### src/rtl/vga_timing_gen.sv
// 640x480@60 VGA raster timing generator.
// A clock prescaler produces a pixel tick, and pixel_x/pixel_y count the raster on that tick.
// Every output is a registered decode of the next-state counters, so all outputs
// change on the same edge with no relative skew.
module vga_timing_gen #(
  parameter int unsigned CLK_DIV  = 2,
  parameter int unsigned H_ACTIVE = 640,
  parameter int unsigned H_FP     = 16,
  parameter int unsigned H_SYNC   = 96,
  parameter int unsigned H_BP     = 48,
  parameter int unsigned V_ACTIVE = 480,
  parameter int unsigned V_FP     = 10,
  parameter int unsigned V_SYNC   = 2,
  parameter int unsigned V_BP     = 33,
  parameter bit          SYNC_POL = 1'b0
) (
  input  logic       clk,
  input  logic       reset,
  output logic       pix_tick,
  output logic [9:0] pixel_x,
  output logic [9:0] pixel_y,
  output logic       video_on,
  output logic       hsync,
  output logic       vsync,
  output logic       line_start,
  output logic       frame_start
);

  // Both totals must fit the 10-bit counters (<= 1024).
  localparam int unsigned HTotal = H_ACTIVE + H_FP + H_SYNC + H_BP;
  localparam int unsigned VTotal = V_ACTIVE + V_FP + V_SYNC + V_BP;
  localparam int unsigned DivW   = (CLK_DIV > 1) ? $clog2(CLK_DIV) : 1;

  localparam logic [DivW-1:0] DivMax = DivW'(CLK_DIV - 1);
  localparam logic [9:0] HActEnd = 10'(H_ACTIVE);
  localparam logic [9:0] HFpEnd  = 10'(H_ACTIVE + H_FP);
  localparam logic [9:0] HSynEnd = 10'(H_ACTIVE + H_FP + H_SYNC);
  localparam logic [9:0] HMax    = 10'(HTotal - 1);
  localparam logic [9:0] VActEnd = 10'(V_ACTIVE);
  localparam logic [9:0] VFpEnd  = 10'(V_ACTIVE + V_FP);
  localparam logic [9:0] VSynEnd = 10'(V_ACTIVE + V_FP + V_SYNC);
  localparam logic [9:0] VMax    = 10'(VTotal - 1);

  // Raster phase within a line (or within a frame for the vertical axis).
  typedef enum logic [1:0] {PhAct, PhFpo, PhSyn, PhBpo} phase_e;

  function automatic phase_e decode_phase(input logic [9:0] c, input logic [9:0] act_end,
                                          input logic [9:0] fp_end, input logic [9:0] syn_end);
    phase_e ph;
    if (c < act_end)      ph = PhAct;
    else if (c < fp_end)  ph = PhFpo;
    else if (c < syn_end) ph = PhSyn;
    else                  ph = PhBpo;
    return ph;
  endfunction

  logic [DivW-1:0] div_q, div_d;
  logic [9:0]      x_q, x_d, y_q, y_d;
  logic            pix_tick_q, pix_tick_d;
  logic            video_on_q, video_on_d;
  logic            hsync_q, hsync_d, vsync_q, vsync_d;
  logic            line_start_q, line_start_d;
  logic            frame_start_q, frame_start_d;
  phase_e          h_ph, v_ph;

  // Next-state counters and the output decode of those next-state values.
  always_comb begin
    div_d      = (div_q == DivMax) ? '0 : div_q + DivW'(1);
    pix_tick_d = (div_d == DivMax);
    x_d        = x_q;
    y_d        = y_q;
    if (pix_tick_q) begin
      if (x_q == HMax) begin
        x_d = '0;
        y_d = (y_q == VMax) ? '0 : y_q + 10'd1;
      end else begin
        x_d = x_q + 10'd1;
      end
    end
    h_ph          = decode_phase(x_d, HActEnd, HFpEnd, HSynEnd);
    v_ph          = decode_phase(y_d, VActEnd, VFpEnd, VSynEnd);
    video_on_d    = (h_ph == PhAct) && (v_ph == PhAct);
    hsync_d       = (h_ph == PhSyn) ? SYNC_POL : ~SYNC_POL;
    vsync_d       = (v_ph == PhSyn) ? SYNC_POL : ~SYNC_POL;
    // Pulses fire only on an actual advance, so leaving reset at (0,0) is silent.
    line_start_d  = pix_tick_q && (x_d == '0);
    frame_start_d = line_start_d && (y_d == '0);
  end

  // All state and registered outputs; async reset clears mid-frame without a clock.
  always_ff @(posedge clk or posedge reset) begin
    if (reset) begin
      div_q         <= '0;
      x_q           <= '0;
      y_q           <= '0;
      pix_tick_q    <= 1'b0;
      video_on_q    <= 1'b0;
      hsync_q       <= ~SYNC_POL;
      vsync_q       <= ~SYNC_POL;
      line_start_q  <= 1'b0;
      frame_start_q <= 1'b0;
    end else begin
      div_q         <= div_d;
      x_q           <= x_d;
      y_q           <= y_d;
      pix_tick_q    <= pix_tick_d;
      video_on_q    <= video_on_d;
      hsync_q       <= hsync_d;
      vsync_q       <= vsync_d;
      line_start_q  <= line_start_d;
      frame_start_q <= frame_start_d;
    end
  end

  assign pix_tick    = pix_tick_q;
  assign pixel_x     = x_q;
  assign pixel_y     = y_q;
  assign video_on    = video_on_q;
  assign hsync       = hsync_q;
  assign vsync       = vsync_q;
  assign line_start  = line_start_q;
  assign frame_start = frame_start_q;

endmodule

### config.mk
export PLATFORM = sky130hd
export DESIGN_NAME = vga_timing_gen
export DESIGN_NICKNAME = d
export VERILOG_FILES = /design/src/rtl/vga_timing_gen.sv
export SDC_FILE = /design/constraint.sdc
export NUM_CORES = 1
export LEC_CHECK = 0
export ABC_AREA = 1
export BUFFER_PORTS_ARGS = -buffer_cell sky130_fd_sc_hd__buf_2
export CAP_MARGIN = 20
export CORE_UTILIZATION = 50
export CTS_BUF_LIST = sky130_fd_sc_hd__clkbuf_4 sky130_fd_sc_hd__clkbuf_8
export DETAILED_ROUTE_END_ITERATION = 10
export PLACE_DENSITY_LB_ADDON = 0.3
export SYNTH_ARGS = -nofsm -noshare
export SYNTH_HDL_FRONTEND = slang
export SYNTH_SLANG_ARGS = --single-unit
### constraint.sdc
create_clock -name clk -period 3.1 [get_ports clk]
set_clock_uncertainty 0.1 [all_clocks]
set_input_delay 0 -clock clk [delete_from_list [all_inputs] [get_ports clk]]
set_output_delay 0 -clock clk [all_outputs]
set_load 0.02 [all_outputs]
==> results.cfg, run 1 <==
[run_status]
status = finished clean

[sta]
slew_viol_final = 0
report.final.hold_viol_count = 0
max_slew_margin_pct = 53.1
final.min_clock_period_ns = 2.14
tightest_slew_ns = 0.703
period_share_pct = 68.9
rsz0062_at_grt = false
fmax_mhz = 468
fin_setup_tns_ns = 0
setup_violations = 0

[clock_tree]
clock_path_buffers = 2
clkSlewWorstSetupHoldPaths_ns = 0.15
numCtsBuffers = 3
cts.sink_count = 26
cts_tree = built
h-tree-depth = 1
clk_latency_ns = 0.33
clk_root_buffer_cell = clkbuf_4

[synth]
synth_warnings = 0
synthCells = 227
syn_nets = 232
syn_area_per_cell_um2 = 7.45
synth_area_um2 = 1690
synthFlopType = dfrtp_1
async_flop_share_pct = 100
synth_edf_count = 0
ys_types = 31
ys_ff_latch = 26
synth-seq-area-share_pct = 38.6

[finish]
area_growth_pct = 14.9
layout_common_cells = nand2_1, inv_1, buf_2, dfrtp_1, nand3_1
final_area_um2 = 1940
instances_no_fill = 302
final_util_pct = 62.1
final_common_cell = nand2_1
drive_gt1_share_pct = 27.5
nets = 264
fillCellCount = 301
num_antenna_cells = 0

[floorplanning]
die_w_um = 60.1
rows = 20
core_area_um2 = 3130
initial_utilization_pct = 54.0
ioPinCount = 28
die_height_um = 60.1
die-area_um2 = 3620

[global_routing]
antenna_found_initial = 0
grt_pass1_vias = 1342
grtUsageTotal_pct = 22.4
grt_pass1_wl_um = 6070
grt_max_degree = 27
gr-total-overflow = 0

[detailed_routing]
via_per_inst = 4.97
vias = 1500
drt_first_iter_violations = 104
drt_wl_total_um = 3520
wire_per_inst_um = 11.7
remaining_drc_errors = 0
dr.pass1.iters = 5
ant_nets = 0

[setup_path]
crit_slowest_cell = dfrtp_1
path_delay_family = simple AND/OR/NAND/NOR gates
timing.rr.start = pix_tick$_DFF_PP0_
worst_setup_path_start_kind = register
reg2reg_slack_ns = 0.96
r2r-end = vsync$_DFF_PP1_
required_ns = 3.27
r2r.worst_path.cells = 6
cp_cell_sequence = inv_2, nor3_1, nand2_1, nand3_2, nand4_1, or2_1
cp-end-kind = register
crit_type = reg -> reg
crit_arrival_ns = 2.31
cp.buffers_inverters = 1
cp_max_fo = 20
slowest_delay_ns = 0.82

[power]
power_uw = 527
p_per_area_nw_per_um2 = 271
vdd_ir_drop_max_mv = 0.220
power.leakage_nw = 1.08

[placement]
place_hpwl_um = 2690
place_congestion = 0.907
placed_cells = 296
place_area_um2 = 1870
port_buffers = 27

[job]
cap_violations = 0

[min_path]
hp-class = in -> async
## routing by layer
layer | up-vias | share of wire, % | wire (um) | track usage [%]
met3 | 4 | 3.4 | 120 | 3.03
met1 | 695 | 52 | 1830 | 33.2
met5 | - | 0 | 0 | 0
met4 | 0 | 0.99 | 35 | 6.64
met2 | 33 | 44 | 1540 | 33.4
li1 | 768 | - | - | -
## metrics by stage
stage | setup WS [ns] | hold slack (ns)
after global routing | 0.679 | 0.193
after floorplan | 1.23 | -0.0615
after detailed placement | 0.969 | 0.176
after CTS | 0.944 | 0.353
after global placement | 0.968 | 0.171
final | 0.963 | 0.187
## registers in the layout, indices dropped and copies added (netlist names)
name and count:
pixel_y 10, video_on 1, vsync 1, frame_start 1, line_start 1, pix_tick 1
hsync 1, pixel_x 10
## how the worst max path moves through the flow
stage               depth (start not counted)            startpoint               endpoint
floorplan                                   9  pixel_x[0]$_DFF_PP0_        vsync$_DFF_PP1_
global placement                            6    pix_tick$_DFF_PP0_        vsync$_DFF_PP1_
detailed placement                          6    pix_tick$_DFF_PP0_        vsync$_DFF_PP1_
CTS                                         6    pix_tick$_DFF_PP0_        vsync$_DFF_PP1_
global route                               10    pix_tick$_DFF_PP0_  frame_start$_DFF_PP0_
finish                                      6    pix_tick$_DFF_PP0_        vsync$_DFF_PP1_
## power breakdown
part           total, mW  leakage [nW]  switching (mW)  internal (mW)
Clock              0.175        0.0210           0.103         0.0719
Combinational     0.0122         0.725         0.00730        0.00490
Sequential         0.339         0.337               0          0.339
## layout make-up
cell class / count / area, um^2 / share of cell area, %
sequential: 26 / 653 / 33.6
clock buffer: 4 / 36.3 / 1.87
multi-input combinational: 151 / 845 / 43.5
tap: 44 / 55.1 / 2.84
inverter: 48 / 180 / 9.28
timing repair buffer: 29 / 173 / 8.89
## worst register-to-register path, delay by kind of cell (launching register included)
kind	cells	cell delay [ns]
flops	1	0.82
buf+inv	1	0.19
simple gates	5	0.99
## Yosys cell counts, drive strengths merged (2+ instances only)
master | n | share of area [%]
nor3 | 2 | 0.89
o21bai | 2 | 1.1
buf | 2 | 0.74
inv | 46 | 10
clkinv | 2 | 0.44
ha | 3 | 2.2
nand3 | 29 | 11
o21ai | 6 | 1.8
dfstp | 2 | 3.1
dfrtp | 24 | 36
nand2 | 61 | 14
xor2 | 2 | 1.0
nand4 | 10 | 4.6
nor2 | 30 | 9.9
or2 | 2 | 0.74
## logic make-up after synthesis
| family | after synthesis | share of synthesized area [%] |
|---|---|---|
| flip-flops | 26 | 38.6 |
| AND/OR/NAND/NOR | 136 | 43.0 |
| AO/OA/AOI/OAI | 10 | 3.70 |
| adder cells (fa/ha/maj) | 3 | 2.22 |
| buffers and inverters | 50 | 11.4 |
| XOR/XNOR | 2 | 1.04 |
## what timing repair did
| action | CTS | global route |
|---|---|---|
| gates resized for setup | 0 | 0 |
| endpoints found under the setup margin | 0 | 0 |
| hold endpoints to repair | 24 | 0 |
| buffers inserted | 0 | 0 |
| hold buffers | 1 | 0 |
No activity file was read; power rests on OpenSTA's default activity.
==> inputs of run 2 (changes only) <==
--- a/config.mk
+++ b/config.mk
@@ -5,7 +5,7 @@
 export SDC_FILE = /design/constraint.sdc
 export NUM_CORES = 1
 export LEC_CHECK = 0
-export ABC_AREA = 1
+export ABC_AREA = 0
 export BUFFER_PORTS_ARGS = -buffer_cell sky130_fd_sc_hd__buf_2
 export CAP_MARGIN = 20
 export CORE_UTILIZATION = 50
==> constraint.sdc (replaced) <==
create_clock -name clk -period 1.8 [get_ports clk]
set_clock_uncertainty 0.1 [all_clocks]
set_input_delay 0 -clock clk [delete_from_list [all_inputs] [get_ports clk]]
set_output_delay 0 -clock clk [all_outputs]
set_load 0.02 [all_outputs]
==> run 2 against run 1 <==
Against the previous run: the run now ends with DRC, setup timing left; first-iteration DRC count rose by 44%; core utilization up 29 points; setup slack worse by 1.5 ns; sequential share of layout area decreased by 7.9 points; register-to-register slack got worse by 1.5 ns; sequential cell count is the same; count of clock-buffer cells in the layout down 1; non-clock buffer count up 73; die area fell by 9.2%; combinational power increased by 44%; critical path type unchanged; critical endpoint unchanged; highest routed layer unchanged.
==> results.cfg, run 2 <==
[run_status]
status = finished with violations
violations = DRC, setup timing

[synth]
synth-seq-area-share_pct = 42.7
syn_area_per_cell_um2 = 9.44
async_flop_share_pct = 100
ys_top_cells_by_count = dfrtp_1, nand2_1, nor2_1, xnor2_1
synth_top_area_share_pct = 39.3
yosys-top-cells-area = dfrtp_1, xnor2_1, nand2_1
synthFlopType = dfrtp_1
synth_edf_count = 0
ys_types = 43
synth.most_common_cell = dfrtp_1
synth_area_um2 = 1530
synthCells = 162
synth_top_cell_by_area = dfrtp_1
syn_nets = 167
ys_ff_latch = 26
synth_warnings = 0

[setup_path]
cp_max_fo = 4
crit_arrival_ns = 2.54
r2r-end = vsync$_DFF_PP1_
crit_type = reg -> reg
required_ns = 1.98
reg2reg_slack_ns = -0.56
worst_setup_path_start_kind = register
worstSetupStartpoint = pixel_x[6]$_DFF_PP0_
r2r.worst_path.cells = 8
timing.rr.start = pixel_x[6]$_DFF_PP0_
cp-endpoint = vsync$_DFF_PP1_
cp-end-kind = register

[detailed_routing]
via_per_inst = 6.45
ant_nets = 0
vias = 1870
wire_per_inst_um = 21.4
drt_first_iter_violations = 150
remaining_drc_errors = 3
drt_wl_total_um = 6200
dr.pass1.iters = 10

[global_routing]
grt_pass1_wl_um = 8450
grt_max_degree = 16
antenna_found_initial = 0
grtUsageTotal_pct = 34.5
gr-total-overflow = 0
grt_pass1_vias = 1725

[floorplanning]
die_height_um = 57.3
die-area_um2 = 3280
ioPinCount = 28
die_w_um = 57.3
initial_utilization_pct = 54.0
rows = 19
core_area_um2 = 2830

[clock_tree]
cts.sink_count = 26
clkSlewWorstSetupHoldPaths_ns = 0.16
clk_latency_ns = 0.34
numCtsBuffers = 3
clock_path_buffers = 2
h-tree-depth = 1
cts_tree = built
clk_root_buffer_cell = clkbuf_4

[finish]
instances_no_fill = 290
fillCellCount = 113
num_antenna_cells = 0
final_common_cell = buf_4
area_growth_pct = 67.9
drive_gt1_share_pct = 57.9
layout_common_cells = buf_4, buf_2, dfrtp_1, nand2_1, nor2_1
nets = 265

[sta]
slew_viol_final = 0
fin_ws_ns = -0.561
period_share_pct = 131
max_slew_margin_pct = 71.1
report.final.hold_viol_count = 0
fin_setup_tns_ns = -3.49
tightest_slew_ns = 0.434
rsz0062_at_grt = true
setup_violations = 16
holdWs_ns = 0.0125
final.min_clock_period_ns = 2.36
fmax_mhz = 423

[power]
power_mw = 1.03
power.leakage_nw = 1.20
p_per_area_nw_per_um2 = 399
vdd_ir_drop_max_mv = 0.396

[min_path]
hp-class = in -> async

[placement]
place_hpwl_um = 3270
place_congestion = 0.919
port_buffers = 27
placed_cells = 272

[job]
cap_violations = 0
run 2: cell types whose count changed in the layout (fill, tap and decap cells not counted), moves of 4 or more:
cell     change
buf_4       +65
nand2_1     -39
inv_1       -32
nand3_1     -16
buf_6        +9
xnor2_1      +9
inv_2        -7
nand3_2      -7
nor2_1       -7
dfrtp_1      -6
dfrtp_2      +6
nor4_4       +5
nor2_2       -4
run 2: worst min-delay path by stage:
stage | from | end | slack [ns]
global placement | reset | video_on$_DFF_PP0_ | -0.14
CTS | reset | video_on$_DFF_PP0_ | 0.04
detailed placement | reset | video_on$_DFF_PP0_ | -0.14
finish | reset | pixel_y[9]$_DFF_PP0_ | 0.01
global route | reset | video_on$_DFF_PP0_ | 0.07
floorplan | reset | frame_start$_DFF_PP0_ | -0.06
run 2: logic make-up (layout without fill, tap and decap cells):
kind of cell             after synthesis  count (layout)  synth area share (%)
AND/OR/NAND/NOR                       73              73                  28.0
AO/OA/AOI/OAI                         25              25                  11.5
flip-flops                            26              26                  42.7
adder cells (fa/ha/maj)                3               3                  2.46
XOR/XNOR                              17              17                  9.74
multiplexers                           2               2                  1.47
buffers and inverters                 16             113                  4.17
run 2: per-stage QoR:
stage	worst slack [ns]	util, %	instance area [um^2]
after floorplan	-0.472	-	1590
after global placement	-0.351	76.8	2170
after detailed placement	-0.457	76.8	2170
after CTS	-0.426	85.0	2400
after global routing	-0.691	90.8	2570
final	-0.561	90.8	2570
run 2: layout make-up:
cell class / count / area, um^2 / share of cell area (%)
Clock inverter: 1 / 30.0 / 1.17
Multi-Input combinational cell: 120 / 1050 / 41.1
Inverter: 7 / 26.3 / 1.02
Clock buffer: 3 / 22.5 / 0.877
Tap cell: 31 / 38.8 / 1.51
Sequential cell: 26 / 661 / 25.7
Timing Repair Buffer: 102 / 734 / 28.6
run 2: power breakdown:
part / total, mW / internal (mW) / leakage, nW / switching [mW]
Combinational: 0.0176 / 0.00514 / 0.847 / 0.0125
Sequential: 0.585 / 0.585 / 0.328 / 0
Clock: 0.423 / 0.226 / 0.0279 / 0.198
Total: 1.03 / 0.815 / 1.20 / 0.210
run 2: timing repair:
action	CTS	global route
pin swaps	10	19
endpoints found under the hold margin	25	0
setup endpoints to repair	15	18
hold buffers	1	0
setup buffers	8	7
gates resized for setup	23	28
run 2: worst max-delay path: stages (launching register included):
cell and delay [ns]:
dfrtp_2 0.44, nand4bb_4 0.24, buf_6 0.16, nor4_4 0.32, buf_4 0.21, nand4_1 0.22, xnor2_2 0.27, and3_4 0.25
nand4_1 0.10
run 2: routing by layer:
layer	track usage [%]	vias to the layer above	routed length (um)
met5	0	-	0
met4	15.7	0	380
met3	4.54	49	604
met2	57.8	148	2820
met1	44.6	901	2400
li1	-	772	-
